==> src/rtl/nearest_k_tracker.sv <==
// K-nearest candidate list: sorted one-cycle insert, nearest-first drain over valid/ready.
// Optional `NEAREST_DEDUP_EN drops candidates whose vertex id is already held.
module nearest_k_tracker #(
  parameter int K      = 8,
  parameter int DIST_W = 32,
  parameter int ID_W   = 16
) (
  input  logic                     clk_in,
  input  logic                     rst_in,
  input  logic                     start_in,
  input  logic                     valid_in,
  input  logic [DIST_W-1:0]        distance_in,
  input  logic [ID_W-1:0]          vertex_id_in,
  input  logic                     last_in,
  output logic [DIST_W-1:0]        worst_dist_out,
  output logic [$clog2(K+1)-1:0]   count_out,
  output logic                     busy_out,
  output logic                     result_valid_out,
  input  logic                     result_ready_in,
  output logic [DIST_W-1:0]        result_dist_out,
  output logic [ID_W-1:0]          result_id_out,
  output logic                     result_last_out,
  output logic                     done_out,
  output logic                     drop_err_out
);

  localparam int CW = $clog2(K+1);
  localparam int IW = $clog2(K);

  typedef enum logic [1:0] {S_IDLE, S_COLLECT, S_DRAIN} state_t;

  state_t              state_q, state_d;
  logic [DIST_W-1:0]   dist_q [K];
  logic [DIST_W-1:0]   dist_d [K];
  logic [ID_W-1:0]     id_q [K];
  logic [ID_W-1:0]     id_d [K];
  logic [CW-1:0]       count_q, count_d;
  logic [IW-1:0]       rd_idx_q, rd_idx_d;
  logic                res_valid_q, res_valid_d;
  logic [DIST_W-1:0]   res_dist_q, res_dist_d;
  logic [ID_W-1:0]     res_id_q, res_id_d;
  logic                res_last_q, res_last_d;
  logic                done_q, done_d;
  logic                drop_err_q, drop_err_d;

  logic [K-1:0]        held;
  logic [K-1:0]        le;
  logic                dup;
  logic                insert_ok;
  logic [DIST_W-1:0]   ins_dist [K];
  logic [ID_W-1:0]     ins_id [K];
  logic [IW-1:0]       next_idx;

  // le is a thermometer code: le[i] set for every held entry that stays ahead of the candidate.
  genvar gi;
  generate
    for (gi = 0; gi < K; gi++) begin : g_cmp
      assign held[gi] = (CW'(gi) < count_q);
      assign le[gi]   = held[gi] && (dist_q[gi] <= distance_in);
      if (gi == 0) begin : g_head
        assign ins_dist[gi] = le[gi] ? dist_q[gi] : distance_in;
        assign ins_id[gi]   = le[gi] ? id_q[gi]   : vertex_id_in;
      end else begin : g_body
        assign ins_dist[gi] = le[gi] ? dist_q[gi] : (le[gi-1] ? distance_in  : dist_q[gi-1]);
        assign ins_id[gi]   = le[gi] ? id_q[gi]   : (le[gi-1] ? vertex_id_in : id_q[gi-1]);
      end
    end
  endgenerate

`ifdef NEAREST_DEDUP_EN
  logic [K-1:0] id_hit;
  generate
    for (gi = 0; gi < K; gi++) begin : g_dup
      assign id_hit[gi] = held[gi] && (id_q[gi] == vertex_id_in);
    end
  endgenerate
  assign dup = |id_hit;
`else
  assign dup = 1'b0;
`endif

  assign insert_ok = !le[K-1] && !dup;
  assign next_idx  = rd_idx_q + 1'b1;

  always_comb begin
    state_d     = state_q;
    dist_d      = dist_q;
    id_d        = id_q;
    count_d     = count_q;
    rd_idx_d    = rd_idx_q;
    res_valid_d = res_valid_q;
    res_dist_d  = res_dist_q;
    res_id_d    = res_id_q;
    res_last_d  = res_last_q;
    done_d      = 1'b0;
    drop_err_d  = drop_err_q;

    if (start_in) begin
      state_d     = S_COLLECT;
      for (int i = 0; i < K; i++) begin
        dist_d[i] = '0;
        id_d[i]   = '0;
      end
      count_d     = '0;
      rd_idx_d    = '0;
      res_valid_d = 1'b0;
      res_dist_d  = '0;
      res_id_d    = '0;
      res_last_d  = 1'b0;
      drop_err_d  = 1'b0;
    end else begin
      case (state_q)
        S_IDLE: begin
          if (valid_in) drop_err_d = 1'b1;
        end
        S_COLLECT: begin
          if (valid_in) begin
            if (insert_ok) begin
              dist_d = ins_dist;
              id_d   = ins_id;
              if (count_q != CW'(K)) count_d = count_q + 1'b1;
            end
            if (last_in) begin
              state_d  = S_DRAIN;
              rd_idx_d = '0;
            end
          end
        end
        S_DRAIN: begin
          if (valid_in) drop_err_d = 1'b1;
          // The first DRAIN cycle loads beat 0 because the final insert only lands on entry.
          if (!res_valid_q) begin
            if (count_q == '0) begin
              done_d  = 1'b1;
              state_d = S_IDLE;
            end else begin
              res_valid_d = 1'b1;
              res_dist_d  = dist_q[0];
              res_id_d    = id_q[0];
              res_last_d  = (count_q == CW'(1));
              rd_idx_d    = '0;
            end
          end else if (result_ready_in) begin
            if (res_last_q) begin
              res_valid_d = 1'b0;
              res_last_d  = 1'b0;
              done_d      = 1'b1;
              state_d     = S_IDLE;
            end else begin
              rd_idx_d   = next_idx;
              res_dist_d = dist_q[next_idx];
              res_id_d   = id_q[next_idx];
              res_last_d = (CW'(next_idx) == count_q - CW'(1));
            end
          end
        end
        default: state_d = S_IDLE;
      endcase
    end
  end

  always_ff @(posedge clk_in or negedge rst_in) begin
    if (!rst_in) begin
      state_q     <= S_IDLE;
      for (int i = 0; i < K; i++) begin
        dist_q[i] <= '0;
        id_q[i]   <= '0;
      end
      count_q     <= '0;
      rd_idx_q    <= '0;
      res_valid_q <= 1'b0;
      res_dist_q  <= '0;
      res_id_q    <= '0;
      res_last_q  <= 1'b0;
      done_q      <= 1'b0;
      drop_err_q  <= 1'b0;
    end else begin
      state_q     <= state_d;
      dist_q      <= dist_d;
      id_q        <= id_d;
      count_q     <= count_d;
      rd_idx_q    <= rd_idx_d;
      res_valid_q <= res_valid_d;
      res_dist_q  <= res_dist_d;
      res_id_q    <= res_id_d;
      res_last_q  <= res_last_d;
      done_q      <= done_d;
      drop_err_q  <= drop_err_d;
    end
  end

  assign worst_dist_out   = (count_q == CW'(K)) ? dist_q[K-1] : '1;
  assign count_out        = count_q;
  assign busy_out         = (state_q != S_IDLE);
  assign result_valid_out = res_valid_q;
  assign result_dist_out  = res_dist_q;
  assign result_id_out    = res_id_q;
  assign result_last_out  = res_last_q;
  assign done_out         = done_q;
  assign drop_err_out     = drop_err_q;

endmodule
==> config.mk <==
export PLATFORM = sky130hd
export DESIGN_NAME = nearest_k_tracker
export DESIGN_NICKNAME = d
export VERILOG_FILES = /design/src/rtl/nearest_k_tracker.sv
export SDC_FILE = /design/constraint.sdc
export NUM_CORES = 1
export LEC_CHECK = 0
export BUFFER_PORTS_ARGS = -buffer_cell sky130_fd_sc_hd__buf_2
export CAP_MARGIN = 0
export CORE_ASPECT_RATIO = 1.25
export CORE_MARGIN = 4
export CORE_UTILIZATION = 63
export DETAILED_ROUTE_END_ITERATION = 12
export GPL_TIMING_DRIVEN = 0
export PLACE_DENSITY = 0.81
export SKIP_CTS_REPAIR_TIMING = 1
export SYNTH_ARGS = -nofsm -noshare
export SYNTH_HDL_FRONTEND = slang
export SYNTH_SLANG_ARGS = --single-unit
==> constraint.sdc <==
create_clock -name clk_in -period 3.5 [get_ports clk_in]
set_input_delay 0.35 -clock clk_in [delete_from_list [all_inputs] [get_ports clk_in]]
set_output_delay 0.35 -clock clk_in [all_outputs]
set_load 0.03 [all_outputs]
==> reports/results.txt <==
Setup TNS -> -1.116 ns
WHS -> 0.07070 ns
Total power -> 17.33 mW
Share of the synthesized area in the top cell type -> 36.81%
# IOs -> 143
DRT antenna net count -> 0
Crit path max-delay family -> simple AND/OR/NAND/NOR gates
Sequential area share after synthesis -> 36.81%
Max Root-Sink Buffers -> 3
Wire per inst -> 30.30 um
Slew at the pin closest to its max-slew limit -> 1.213 ns
Starting DRC count in detailed routing -> 3179
Max-slew violations -> 0
CTS sink cnt -> 445
Clock power share -> 32.0%
Failing checks -> setup timing
Fin cells -> 3699
Internal cell power -> 10.97 mW
Hold Crit Class -> in2reg
CORE AREA -> 47330 um^2
CTS H-tree lvls -> 2
Worst skew pair latency -> 0.61 ns
Worst setup EP type -> flop
Leakage power -> 14.70 nW
Tmin final -> 3.581 ns
Routability cong. -> 1.027
Clk_skew -> 0.02567 ns
Placed wire-length estimate -> 82010 um
Die W -> 204.0 um
Period Utilization, post-route -> 102.3%
Largest area contributor in the netlist -> dfrtp_1
Post-Place Cells -> 3593
Critical path data required time -> 4.01 ns
Height of the die -> 253.0 um
CP max stage delay -> 0.48 ns
Worst r2r src -> dist_q[63]$_DFFE_PN0P_
Worst path slowest cell -> nor4_4
RR Endpoint -> dist_q[50]$_DFFE_PN0P_
Dominant cells by area after synthesis -> dfrtp_1, mux2i_1, ha_1, mux4_2, o2bb2ai_1
Final Setup Violations -> 20
CTS buffer count -> 48
# DRC -> 0
CTS tree -> done
Nets -> 3338
GRT Resource Usage Total -> 42.85%
GR Overflow Total -> 0
Post-synth cell types -> 71
P&R area growth vs syn -> 11.77%
Most used DFF post-synth -> dfrtp_1
Setup CP Type -> reg2reg
Peak supply drop -> 0.4341 mV
Post-Syn Instances -> 2858
Net Sw Power -> 6.350 mW
Die area -> 51620 um^2
Startpoint class of the critical path -> flop
Syn_area_per_cell -> 10.59 um^2
Comb pwr share -> 30.9%
Clock Pin Slew Worst Setup and Hold Paths -> 0.07 ns
Vias -> 26370
WP data arrival -> 4.09 ns
Post-synth net total -> 3172
Initial antenna violation count -> 3
Final Core Density -> 71.45%
Peak Freq -> 279.3 MHz
Launch point of the worst path -> dist_q[63]$_DFFE_PN0P_
WP depth -> 10
Slew headroom -> 19.16%
Worst-case reg-to-reg path depth -> 10
Switching part of the total -> 36.65%
RSZ-0062 raised after global routing -> yes
IO buf count -> 94
Initial core utilization -> 63.93%
Rows -> 89
Asr flop ratio synth -> 100.0%
Yosys warns -> 0
Total of max-cap violations -> 0
Post-synth EDFFs -> 0
Cells along the critical path -> ha_1, nand4_1, nor4_4, and3_1, a21oi_1, nor3_4, a21o_1, buf_4, clkbuf_4, o2bb2ai_1
Largest net degree at the start of global routing -> 99
Hold Vio Cnt, Final -> 0
Maximum fanout along the worst path -> 10
DR vias/cell -> 7.128
Synthesis-stage register bit count -> 445
Share of post-route cells with drive strength above 1 -> 17.88%
PwrDens -> 512.3 nW/um^2
Final WS setup -> -0.08083 ns
FILL cells -> 3516
CTS root buf -> clkbuf_16
Total Wirelength -> 112100 um
First-pass GRT wire length -> 167300 um
Reg2reg setup slack -> -0.08 ns
Buf+Inv Stages, Crit Path -> 2
First-pass iteration count of the detailed router -> 8
Synth Cell Area -> 30260 um^2
Worst setup path end -> dist_q[50]$_DFFE_PN0P_
Sequential power share -> 37.1%
Number of global-route vias before repair -> 26310
Status -> finished with violations
-- Yosys cell counts (all sizes together), types with 13 or more instances --
cell / instances
a211oi: 13
a21o: 27
a21oi: 106
buf: 123
clkbuf: 123
dfrtp: 445
ha: 260
inv: 46
mux2: 47
mux2i: 386
mux4: 96
nand2: 342
nand3: 133
nand4: 64
nor2: 27
nor3: 16
o211ai: 31
o21ai: 165
o2bb2ai: 241
or2: 36
or3: 28
-- cells in the final DEF (no fill, tap or decap), types with 18 or more instances in the layout --
cell type  Yosys  routed
nand3_1      133     133
inv_1         46      38
clkbuf_1     123     108
mux2_1        19      19
dfrtp_1      445     444
nor2_1        27      27
o2bb2ai_1    220     220
nand2_1      342     342
o2bb2ai_2     21      21
o21ai_1       19      20
o211ai_1      31      31
ha_1         260     259
buf_6         15      20
buf_1         20      18
a21o_1        27      26
mux2_2        28      28
a21oi_1      105     102
clkbuf_16      0      49
or2_2         32      32
buf_2         66     142
buf_4         22      41
or3_1         28      27
mux4_2        96      96
o21ai_0      143     142
mux2i_1      386     385
nand4_1       63      63
clkbuf_2       0      23
-- cell type report --
cell class | count | area, um^2 | share of cell area [%]
diodes | 2 | 5.005 | 0.01480
plain buffers | 244 | 1284 | 3.796
clock buffers | 66 | 1380 | 4.081
clock inverters | 20 | 292.8 | 0.8658
inverters | 46 | 180.2 | 0.5328
multi-input cells | 2121 | 17980 | 53.18
flip-flops and latches | 445 | 11140 | 32.93
well taps | 637 | 797.0 | 2.357
repair buffers | 118 | 755.7 | 2.235
-- cells by family after synthesis --
kind of cell	count (synthesis)	synth area share, %
and+or+nand+nor	697	10.96
AOI/OAI and AO/OA	631	15.16
muxes	529	21.67
DFF	445	36.81
buffers and inverters	292	4.541
adders and majority gates	260	10.75
xor gates and xnor gates	4	0.1158
-- registers in the layout, indices dropped and copies added, names as in the netlist --
register	flops
rd_idx_q	3
drop_err_out	1
done_out	1
result_dist_out	32
count_out	4
result_last_out	1
dist_q	256
id_q	128
result_id_out	16
result_valid_out	1
state_q	2
-- worst min path at each step --
stage                                         startpoint  slack, ns  cells after the start                             end
after global routing                            valid_in       0.11                      4          state_q[0]$_DFFE_PN0P_
after detailed placement                          rst_in       0.41                      1  result_dist_out[7]$_DFFE_PN0P_
final                                           valid_in       0.07                      3        drop_err_out$_DFFE_PN0P_
after CTS                                         rst_in      -0.21                      1           dist_q[6]$_DFFE_PN0P_
after global placement    result_dist_out[5]$_DFFE_PN0P_       0.46                      2  result_dist_out[5]$_DFFE_PN0P_
after floorplan                                   rst_in       0.05                      0        count_out[0]$_DFFE_PN0P_
-- through the flow --
step	instance area [um^2]	worst slack, ns
global placement	31520	-6.910
finish	33820	-0.08083
floorplan	30260	0.4177
global route	33810	-0.1135
detailed placement	31640	-1.495
CTS	33320	-0.8874
-- layer usage --
layer	share of wire [%]	track usage (%)	wire length (um)
met1	37	55.27	41520
met2	46	66.79	51470
met3	9.5	8.544	10600
met4	7.6	26.92	8464
met5	0.021	0	23
-- tightest hold or removal path: stages --
cell and delay [ns]:
buf_2 0.12, a21oi_1 0.07, nor2_1 0.08
-- power by group through the flow --
stage | Sequential, mW | Clock [mW] | Combinational (mW)
floorplan | 6.20 | 0 | 3.51
global placement | 6.43 | 0 | 4.93
detailed placement | 6.46 | 0 | 5.09
CTS | 6.37 | 5.54 | 5.12
global route | 6.47 | 5.77 | 5.65
finish | 6.43 | 5.55 | 5.35
Power figures use the tool's default switching activity.
